**config.mk**
```make
export PLATFORM = sky130hd
export DESIGN_NAME = pipe_stage_chain
export DESIGN_NICKNAME = d
export VERILOG_FILES = /design/src/rtl/pipe_pkg.sv /design/src/rtl/pipe_stage_reg.sv /design/src/rtl/pipe_stage_chain.sv
export SDC_FILE = /design/constraint.sdc
export NUM_CORES = 1
export LEC_CHECK = 0
export ABC_AREA = 1
export CAP_MARGIN = 20
export CELL_PAD_IN_SITES_DETAIL_PLACEMENT = 1
export CELL_PAD_IN_SITES_GLOBAL_PLACEMENT = 2
export CORE_ASPECT_RATIO = 1.1
export CORE_MARGIN = 1
export CORE_UTILIZATION = 28
export DETAILED_ROUTE_END_ITERATION = 16
export PLACE_DENSITY = 0.84
export SYNTH_ARGS = -nofsm -noshare
export SYNTH_HDL_FRONTEND = slang
export SYNTH_SLANG_ARGS = --single-unit
```
**constraint.sdc**
```tcl
create_clock -name clock -period 1.22 [get_ports clock]
set_input_delay 0.244 -clock clock [delete_from_list [all_inputs] [get_ports clock]]
set_output_delay 0.244 -clock clock [all_outputs]
set_load 0.03 [all_outputs]
```
**src/rtl/pipe_pkg.sv**
```systemverilog
// Shared constants and helpers for the pipeline stage chain.
// Holds default geometry and the instruction-payload field offsets used by the datapath.
package pipe_pkg;

  localparam int DEFAULT_WIDTH = 32;
  localparam int DEFAULT_DEPTH = 3;
  localparam int MAX_DEPTH     = 16;

  // Field offsets of the packed instruction carried in each stage payload
  localparam int PL_OPCODE_LSB = 0;
  localparam int PL_OPCODE_W   = 7;
  localparam int PL_RD_LSB     = 7;
  localparam int PL_RD_W       = 5;
  localparam int PL_FUNCT3_LSB = 12;
  localparam int PL_FUNCT3_W   = 3;
  localparam int PL_RS1_LSB    = 15;
  localparam int PL_RS1_W      = 5;
  localparam int PL_RS2_LSB    = 20;
  localparam int PL_RS2_W      = 5;
  localparam int PL_FUNCT7_LSB = 25;
  localparam int PL_FUNCT7_W   = 7;

  function automatic int cnt_w(input int depth);
    return $clog2(depth + 1);
  endfunction

endpackage

```
**src/rtl/pipe_stage_reg.sv**
```systemverilog
// One pipeline stage: valid flop plus payload flop with load/hold.
// The payload only moves when the incoming item is valid, so bubbles never disturb it.
module pipe_stage_reg
  import pipe_pkg::*;
#(
  parameter int WIDTH = DEFAULT_WIDTH
) (
  input  logic             clock,
  input  logic             reset_n,
  input  logic             load,
  input  logic             src_valid,
  input  logic [WIDTH-1:0] src_data,
  output logic             valid,
  output logic [WIDTH-1:0] data
);

  logic             valid_reg;
  logic [WIDTH-1:0] data_reg;

  always_ff @(posedge clock or negedge reset_n) begin
    if (!reset_n) begin
      valid_reg <= 1'b0;
      data_reg  <= '0;
    end else if (load) begin
      valid_reg <= src_valid;
      if (src_valid) begin
        data_reg <= src_data;
      end
    end
  end

  assign valid = valid_reg;
  assign data  = data_reg;

endmodule

```
**src/rtl/pipe_stage_chain.sv**
```systemverilog
// DEPTH-stage ready/valid register chain with bubble collapse and per-stage flush.
// Optional input skid register when PIPE_SKID_EN is defined (breaks the combinational ready path).
module pipe_stage_chain
  import pipe_pkg::*;
#(
  parameter  int WIDTH = DEFAULT_WIDTH,
  parameter  int DEPTH = DEFAULT_DEPTH,
  localparam int CNT_W = cnt_w(DEPTH)
) (
  input  logic             clock,
  input  logic             reset_n,
  input  logic             in_valid,
  output logic             in_ready,
  input  logic [WIDTH-1:0] in_data,
  input  logic [DEPTH-1:0] flush,
  output logic             out_valid,
  input  logic             out_ready,
  output logic [WIDTH-1:0] out_data,
  output logic [DEPTH-1:0] stage_valid,
  output logic [CNT_W-1:0] occupancy
);

  logic [DEPTH-1:0] valid_q;
  logic [DEPTH-1:0] eff_valid;
  logic [DEPTH:0]   rdy;
  logic [WIDTH-1:0] data_q [DEPTH];
  logic             src0_valid;
  logic [WIDTH-1:0] src0_data;
  logic [CNT_W-1:0] occ_sum;

  // A flushed item is invisible for the whole cycle, so its stage is free to load
  assign eff_valid = valid_q & ~flush;

  always_comb begin
    rdy        = '0;
    rdy[DEPTH] = out_ready;
    for (int i = DEPTH - 1; i >= 0; i--) begin
      rdy[i] = ~eff_valid[i] | rdy[i+1];
    end
  end

  genvar gi;
  generate
    for (gi = 0; gi < DEPTH; gi++) begin : g_stage
      logic             src_valid;
      logic [WIDTH-1:0] src_data;

      if (gi == 0) begin : g_head
        assign src_valid = src0_valid;
        assign src_data  = src0_data;
      end else begin : g_body
        assign src_valid = eff_valid[gi-1];
        assign src_data  = data_q[gi-1];
      end

      pipe_stage_reg #(
        .WIDTH(WIDTH)
      ) u_stage (
        .clock    (clock),
        .reset_n  (reset_n),
        .load     (rdy[gi]),
        .src_valid(src_valid),
        .src_data (src_data),
        .valid    (valid_q[gi]),
        .data     (data_q[gi])
      );
    end
  endgenerate

`ifdef PIPE_SKID_EN
  logic             skid_valid_reg;
  logic [WIDTH-1:0] skid_data_reg;
  logic             accept;

  assign in_ready = ~skid_valid_reg;
  assign accept   = in_valid & in_ready;

  // A parked item always goes ahead of new input; in_ready is low while it waits
  assign src0_valid = skid_valid_reg | in_valid;
  assign src0_data  = skid_valid_reg ? skid_data_reg : in_data;

  always_ff @(posedge clock or negedge reset_n) begin
    if (!reset_n) begin
      skid_valid_reg <= 1'b0;
      skid_data_reg  <= '0;
    end else if (skid_valid_reg) begin
      if (rdy[0]) begin
        skid_valid_reg <= 1'b0;
      end
    end else if (accept && !rdy[0]) begin
      skid_valid_reg <= 1'b1;
      skid_data_reg  <= in_data;
    end
  end
`else
  assign in_ready   = rdy[0];
  assign src0_valid = in_valid;
  assign src0_data  = in_data;
`endif

  always_comb begin
    occ_sum = '0;
    for (int i = 0; i < DEPTH; i++) begin
      occ_sum = occ_sum + CNT_W'(valid_q[i]);
    end
  end

  assign out_valid   = eff_valid[DEPTH-1];
  assign out_data    = data_q[DEPTH-1];
  assign stage_valid = valid_q;
  assign occupancy   = occ_sum;

endmodule

```
==> results of run 1 <==
## how the worst min path moves through the flow
stage	endpoint	slack, ps	from
after floorplan	g_stage[0].u_stage.data[0]	-50	reset_n
after global placement	g_stage[2].u_stage.data[25]	130	reset_n
after detailed placement	g_stage[2].u_stage.data[26]	130	reset_n
after CTS	g_stage[2].u_stage.data[30]	310	reset_n
after global routing	g_stage[2].u_stage.data[30]	330	reset_n
final	g_stage[2].u_stage.data[30]	310	reset_n
## power by group through the flow
stage	combinational (W)	sequential, W	clock, W
finish	0.00203	0.00408	0.00262
global route	0.00221	0.00414	0.00280
CTS	0.00204	0.00408	0.00268
detailed placement	0.00192	0.00414	0
global placement	0.00187	0.00411	0
floorplan	0.000559	0.00448	0
## per-stage QoR
step / std cells / setup TNS [ps] / utilization / area, sq um / setup slack, ps
2_1_floorplan: 436 / -123 / - / 3980 / -85.6
3_3_place_gp: 700 / -39080 / 0.372 / 5160 / -451
3_5_place_dp: 700 / -40190 / 0.372 / 5160 / -469
4_1_cts: 726 / -27900 / 0.414 / 5740 / -513
5_1_grt: 730 / -33200 / 0.421 / 5830 / -524
6_report: 730 / -26290 / 0.421 / 5830 / -502
## cell families (layout without fill, tap and decap cells)
family | Yosys count | in the layout
and+or+nand+nor | 300 | 300
adders and majority gates | 1 | 1
buffers and inverters | 36 | 142
DFF | 99 | 99
## synth_stat cells, drive strengths merged
cell type,number
nand2,200
dfrtp,99
nand3,97
buf,24
clkbuf,7
inv,5
nor2,3
fa,1
## critical path: stages (launching register included)
cell     delay (ps)
dfrtp_2         450
fa_2            550
buf_6           130
## cell type report
cell class | count | share of cell area
clock buffer | 11 | 0.0417
clock inverter | 4 | 0.00472
inverter | 5 | 0.00537
multi-input combinational | 301 | 0.239
sequential | 99 | 0.425
tap | 188 | 0.0404
timing repair buffer | 122 | 0.244
## layer usage
metal  wire length [microns]  track usage  vias up  part of all wire
met3                     376       0.0266       12             0.034
met1                    4750        0.201     1611              0.43
met5                       0            0        -                 0
met2                    5860        0.295       61              0.52
met4                     185       0.0641        0             0.017
li1                        -            -     1601                 -
## timing repair
item	CTS	global route
setup buffers	4	2
pin swaps	2	2
gates cloned	6	2
hold endpoints to repair	13	0
resized for setup	30	14
endpoints found under the setup margin	106	106
hold buffers	1	0
==> impl_metrics.ini, run 1 <==
[synth]
synth_top_family_by_area = simple AND/OR/NAND/NOR gates
yosysTopAreaCellShare = 0.623
synth-seq-cells = 99
ys_warn_count = 0
synth_compound_area_frac = 0
ys_top_cells_by_area = dfrtp_1, nand2_1, nand3_1
yosysSeqAreaShare = 0.623
syn_inst = 436
syn_nets = 476
synth-simple-area-share = 0.325
synth_fa_ha_area_frac = 0.00503
synth-xor-area-share = 0
syn_area_sq_um = 3980
syn-mean-instance-area_sq_um = 9.13
muxShareOfSynthArea = 0
synth_top_area_cell = dfrtp_1
synth.distinct_cells = 14

[status]
status = finished, violations left
violations = negative setup slack

[floorplan]
die-height_microns = 127
io_pins = 78
dieArea_sq_um = 14700
dieWidth_microns = 116
coreArea_sq_um = 13900
num_rows = 45
start_util = 0.287

[critical_path]
crit_arrival_ps = 1480
cp-startpoint = g_stage[2].u_stage.valid
reg2reg_from = g_stage[1].u_stage.valid
endpoint = occupancy[0]
crit_required_ps = 980
worstRegToRegCells = 9
r2r_slack_ps = -360
path_max_fanout = 2
crit_path_end_kind = output port
cp-start-kind = flop
r2r-end = g_stage[0].u_stage.data[26]
worstSetupPathType = flop to output port

[power_and_ir_drop]
max-vdd-ir-drop_uv = 523
clkPwrFrac = 0.300
p_int_w = 0.00611
combinationalPowerShare = 0.233
power_density_nw_per_um2 = 1500
power_frac_seq = 0.467
p_switching_w = 0.00262
swShare = 0.300
leakage_nw = 3.00
power_w = 0.00873

[detailed_routing]
ant_nets = 0
drcViolationCount = 0
viasPerCell = 4.50
drt_iter0_markers = 135
routed-via-count = 3285
routed_wl_microns = 11200
dr.pass1.iters = 4
wire_per_inst_microns = 15.3

[cts]
htreeDepth = 3
cts_num_sinks = 99
cts_buffers = 9
cts_tree = built
clk_pin_slew_ps = 70
clk_latency_ps = 350
clk_root_buffer_cell = clkbuf_16
clockBufferDepth = 2

[timing]
slew_headroom = 0.787
tightest_slew_ps = 319
drv_slew = 0
fin_ws_ps = -502
fin_worst_skew_ps = 5.51
hold_ws_ps = 308
rsz0062_at_grt = true
hold_violations = 0
period_share = 1.41
min_period_ps = 1720
max_freq_mhz = 581
setup_viol = 106

[grt]
grt_overflow = 0
grt_start_max_net_pins = 40
antenna_found_initial = 0
grt_pass1_wl_microns = 18400
grt_pass1_vias = 3555
gr-usage-all-layers = 0.166

[place]
hpwl_microns = 7470
port_buffers = 77
gp_congestion = 0.721

[layout]
nets = 578
drive_above_1_share = 0.214
layout_commonest_cell = nand2_1
antenna_cells = 0
ff_latch_area_sq_um = 2480
final_cell_mix = nand2_1, dfrtp_1, nand3_1
area_delta_synth_final_pct = 46.4
nFillCells = 1610
multi_input_area_sq_um = 1390
largest_reg_flops = 96

[worst_hold_path]
min_path_type = primary input to async pin

[run]
maxCapViolations = 0
Note: power is estimated with default switching activity, not from simulation.
==> run 2: changes to the inputs <==
--- a/config.mk
+++ b/config.mk
@@ -17,3 +17,4 @@
 export SYNTH_ARGS = -nofsm -noshare
 export SYNTH_HDL_FRONTEND = slang
 export SYNTH_SLANG_ARGS = --single-unit
+export TNS_END_PERCENT = 10
==> run 2 against run 1 <==
The flow still finishes with violations (negative setup slack). Flip-flop and latch count stayed put. Final area is 3.5% lower. Wire length is 6.6% lower. Largest power group unchanged.
==> impl_metrics.ini, run 2 (synthesis results as in run 1) <==
[status]
status = finished, violations left
violations = negative setup slack

[timing]
fin_worst_skew_ps = 5.35
setup_viol = 106
min_period_ps = 1720
final.setup.tns_ps = -23230
slew_headroom = 0.833
rsz0062_at_grt = true
max_freq_mhz = 583
hold_violations = 0
period_share = 1.41
tightest_slew_ps = 250
drv_slew = 0
fin_ws_ps = -496

[place]
hpwl_microns = 7470
gp_congestion = 0.721
port_buffers = 77
place_area_sq_um = 5160

[critical_path]
crit_path_end_kind = output port
path_max_fanout = 2
worstRegToRegCells = 9
r2r_slack_ps = -390
crit_required_ps = 980
crit_arrival_ps = 1470
r2r-end = g_stage[0].u_stage.data[0]
reg2reg_from = g_stage[2].u_stage.valid
cp-start-kind = flop
worstSetupPathType = flop to output port

[detailed_routing]
drcViolationCount = 0
routed-via-count = 3187
wire_per_inst_microns = 14.4
routed_wl_microns = 10400
ant_nets = 0
viasPerCell = 4.41
dr.pass1.iters = 4
drt_iter0_markers = 78

[floorplan]
die-height_microns = 127
io_pins = 78
num_rows = 45
dieWidth_microns = 116
coreArea_sq_um = 13900
dieArea_sq_um = 14700
start_util = 0.287

[worst_hold_path]
min_path_type = primary input to async pin

[layout]
antenna_cells = 0
final_cell_mix = nand2_1, dfrtp_1, nand3_1
area_delta_synth_final_pct = 41.3
drive_above_1_share = 0.202
nets = 571
layout_commonest_cell = nand2_1
largest_reg_flops = 96
final_area_sq_um = 5620

[cts]
clk_root_buffer_cell = clkbuf_16
cts_buffers = 9
clk_pin_slew_ps = 70
htreeDepth = 3
clockBufferDepth = 2
clk_latency_ps = 340
cts_tree = built
cts_num_sinks = 99

[power_and_ir_drop]
max-vdd-ir-drop_uv = 495
power_density_nw_per_um2 = 1540
leakage_nw = 2.91

[grt]
grt_start_max_net_pins = 40
grt_overflow = 0
grt_pass1_vias = 3463
gr-usage-all-layers = 0.157
antenna_found_initial = 0
grt_pass1_wl_microns = 17500

[run]
maxCapViolations = 0
## run 2: cell count changes in the layout (fill, tap and decap cells not counted), sizes merged
cell,change
inv,+1
clkbuf,-1
buf,-3
bufbuf,-3
clkinv,-1
## run 2: final cells by class
| cell class | count | area, sq um |
|---|---|---|
| multi-input combinational | 301 | 1350 |
| clock buffer | 11 | 243 |
| timing repair buffer | 115 | 1260 |
| fill | 1621 | 8230 |
| inverter | 5 | 23.8 |
| sequential | 99 | 2480 |
| clock inverter | 4 | 27.5 |
| tap | 188 | 235 |
## run 2: worst max path at each step
stage | cells after the start | slack (ps) | to | startpoint
finish | 2 | -500 | occupancy[0] | g_stage[2].u_stage.valid
global route | 2 | -520 | occupancy[0] | g_stage[2].u_stage.valid
CTS | 2 | -510 | occupancy[0] | g_stage[2].u_stage.valid
detailed placement | 9 | -470 | g_stage[0].u_stage.data[17] | flush[2]
global placement | 2 | -450 | occupancy[1] | g_stage[2].u_stage.valid
floorplan | 1 | -90 | occupancy[0] | g_stage[2].u_stage.valid
## run 2: routing by layer
layer	GRT usage	vias to the layer above	part of all wire
li1	-	1582	-
met1	0.192	1541	0.44
met2	0.273	52	0.51
met3	0.0266	12	0.034
met4	0.0641	0	0.018
met5	0	-	0
## run 2: metrics by stage
stage	hold WS, ps	setup slack (ps)	power [W]	std cells	utilization
after floorplan	-51.6	-85.6	0.00504	436	-
after global placement	128	-451	0.00598	700	0.372
after detailed placement	134	-469	0.00606	700	0.372
after CTS	311	-513	0.00874	720	0.402
after global routing	326	-519	0.00907	723	0.406
final	310	-496	0.00864	723	0.406
## run 2: critical path, cell delays in order (launching register included)
cell	delay, ps
dfrtp_2	450
fa_2	550
buf_6	130
## run 2: power by group
part | internal, W | total (W) | switching [W]
clock network | 0.00142 | 0.00261 | 0.00119
registers | 0.00376 | 0.00407 | 0.000313
logic | 0.000874 | 0.00195 | 0.00108
## run 2: timing repair
item / 4_1_cts / 5_1_grt
gates resized for setup: 20 / 11
buffers inserted: 2 / 3
hold buffers: 1 / 0
pin swaps: 2 / 1
hold endpoints to repair: 13 / 0
cloned: 2 / 0
setup endpoints to repair: 106 / 106
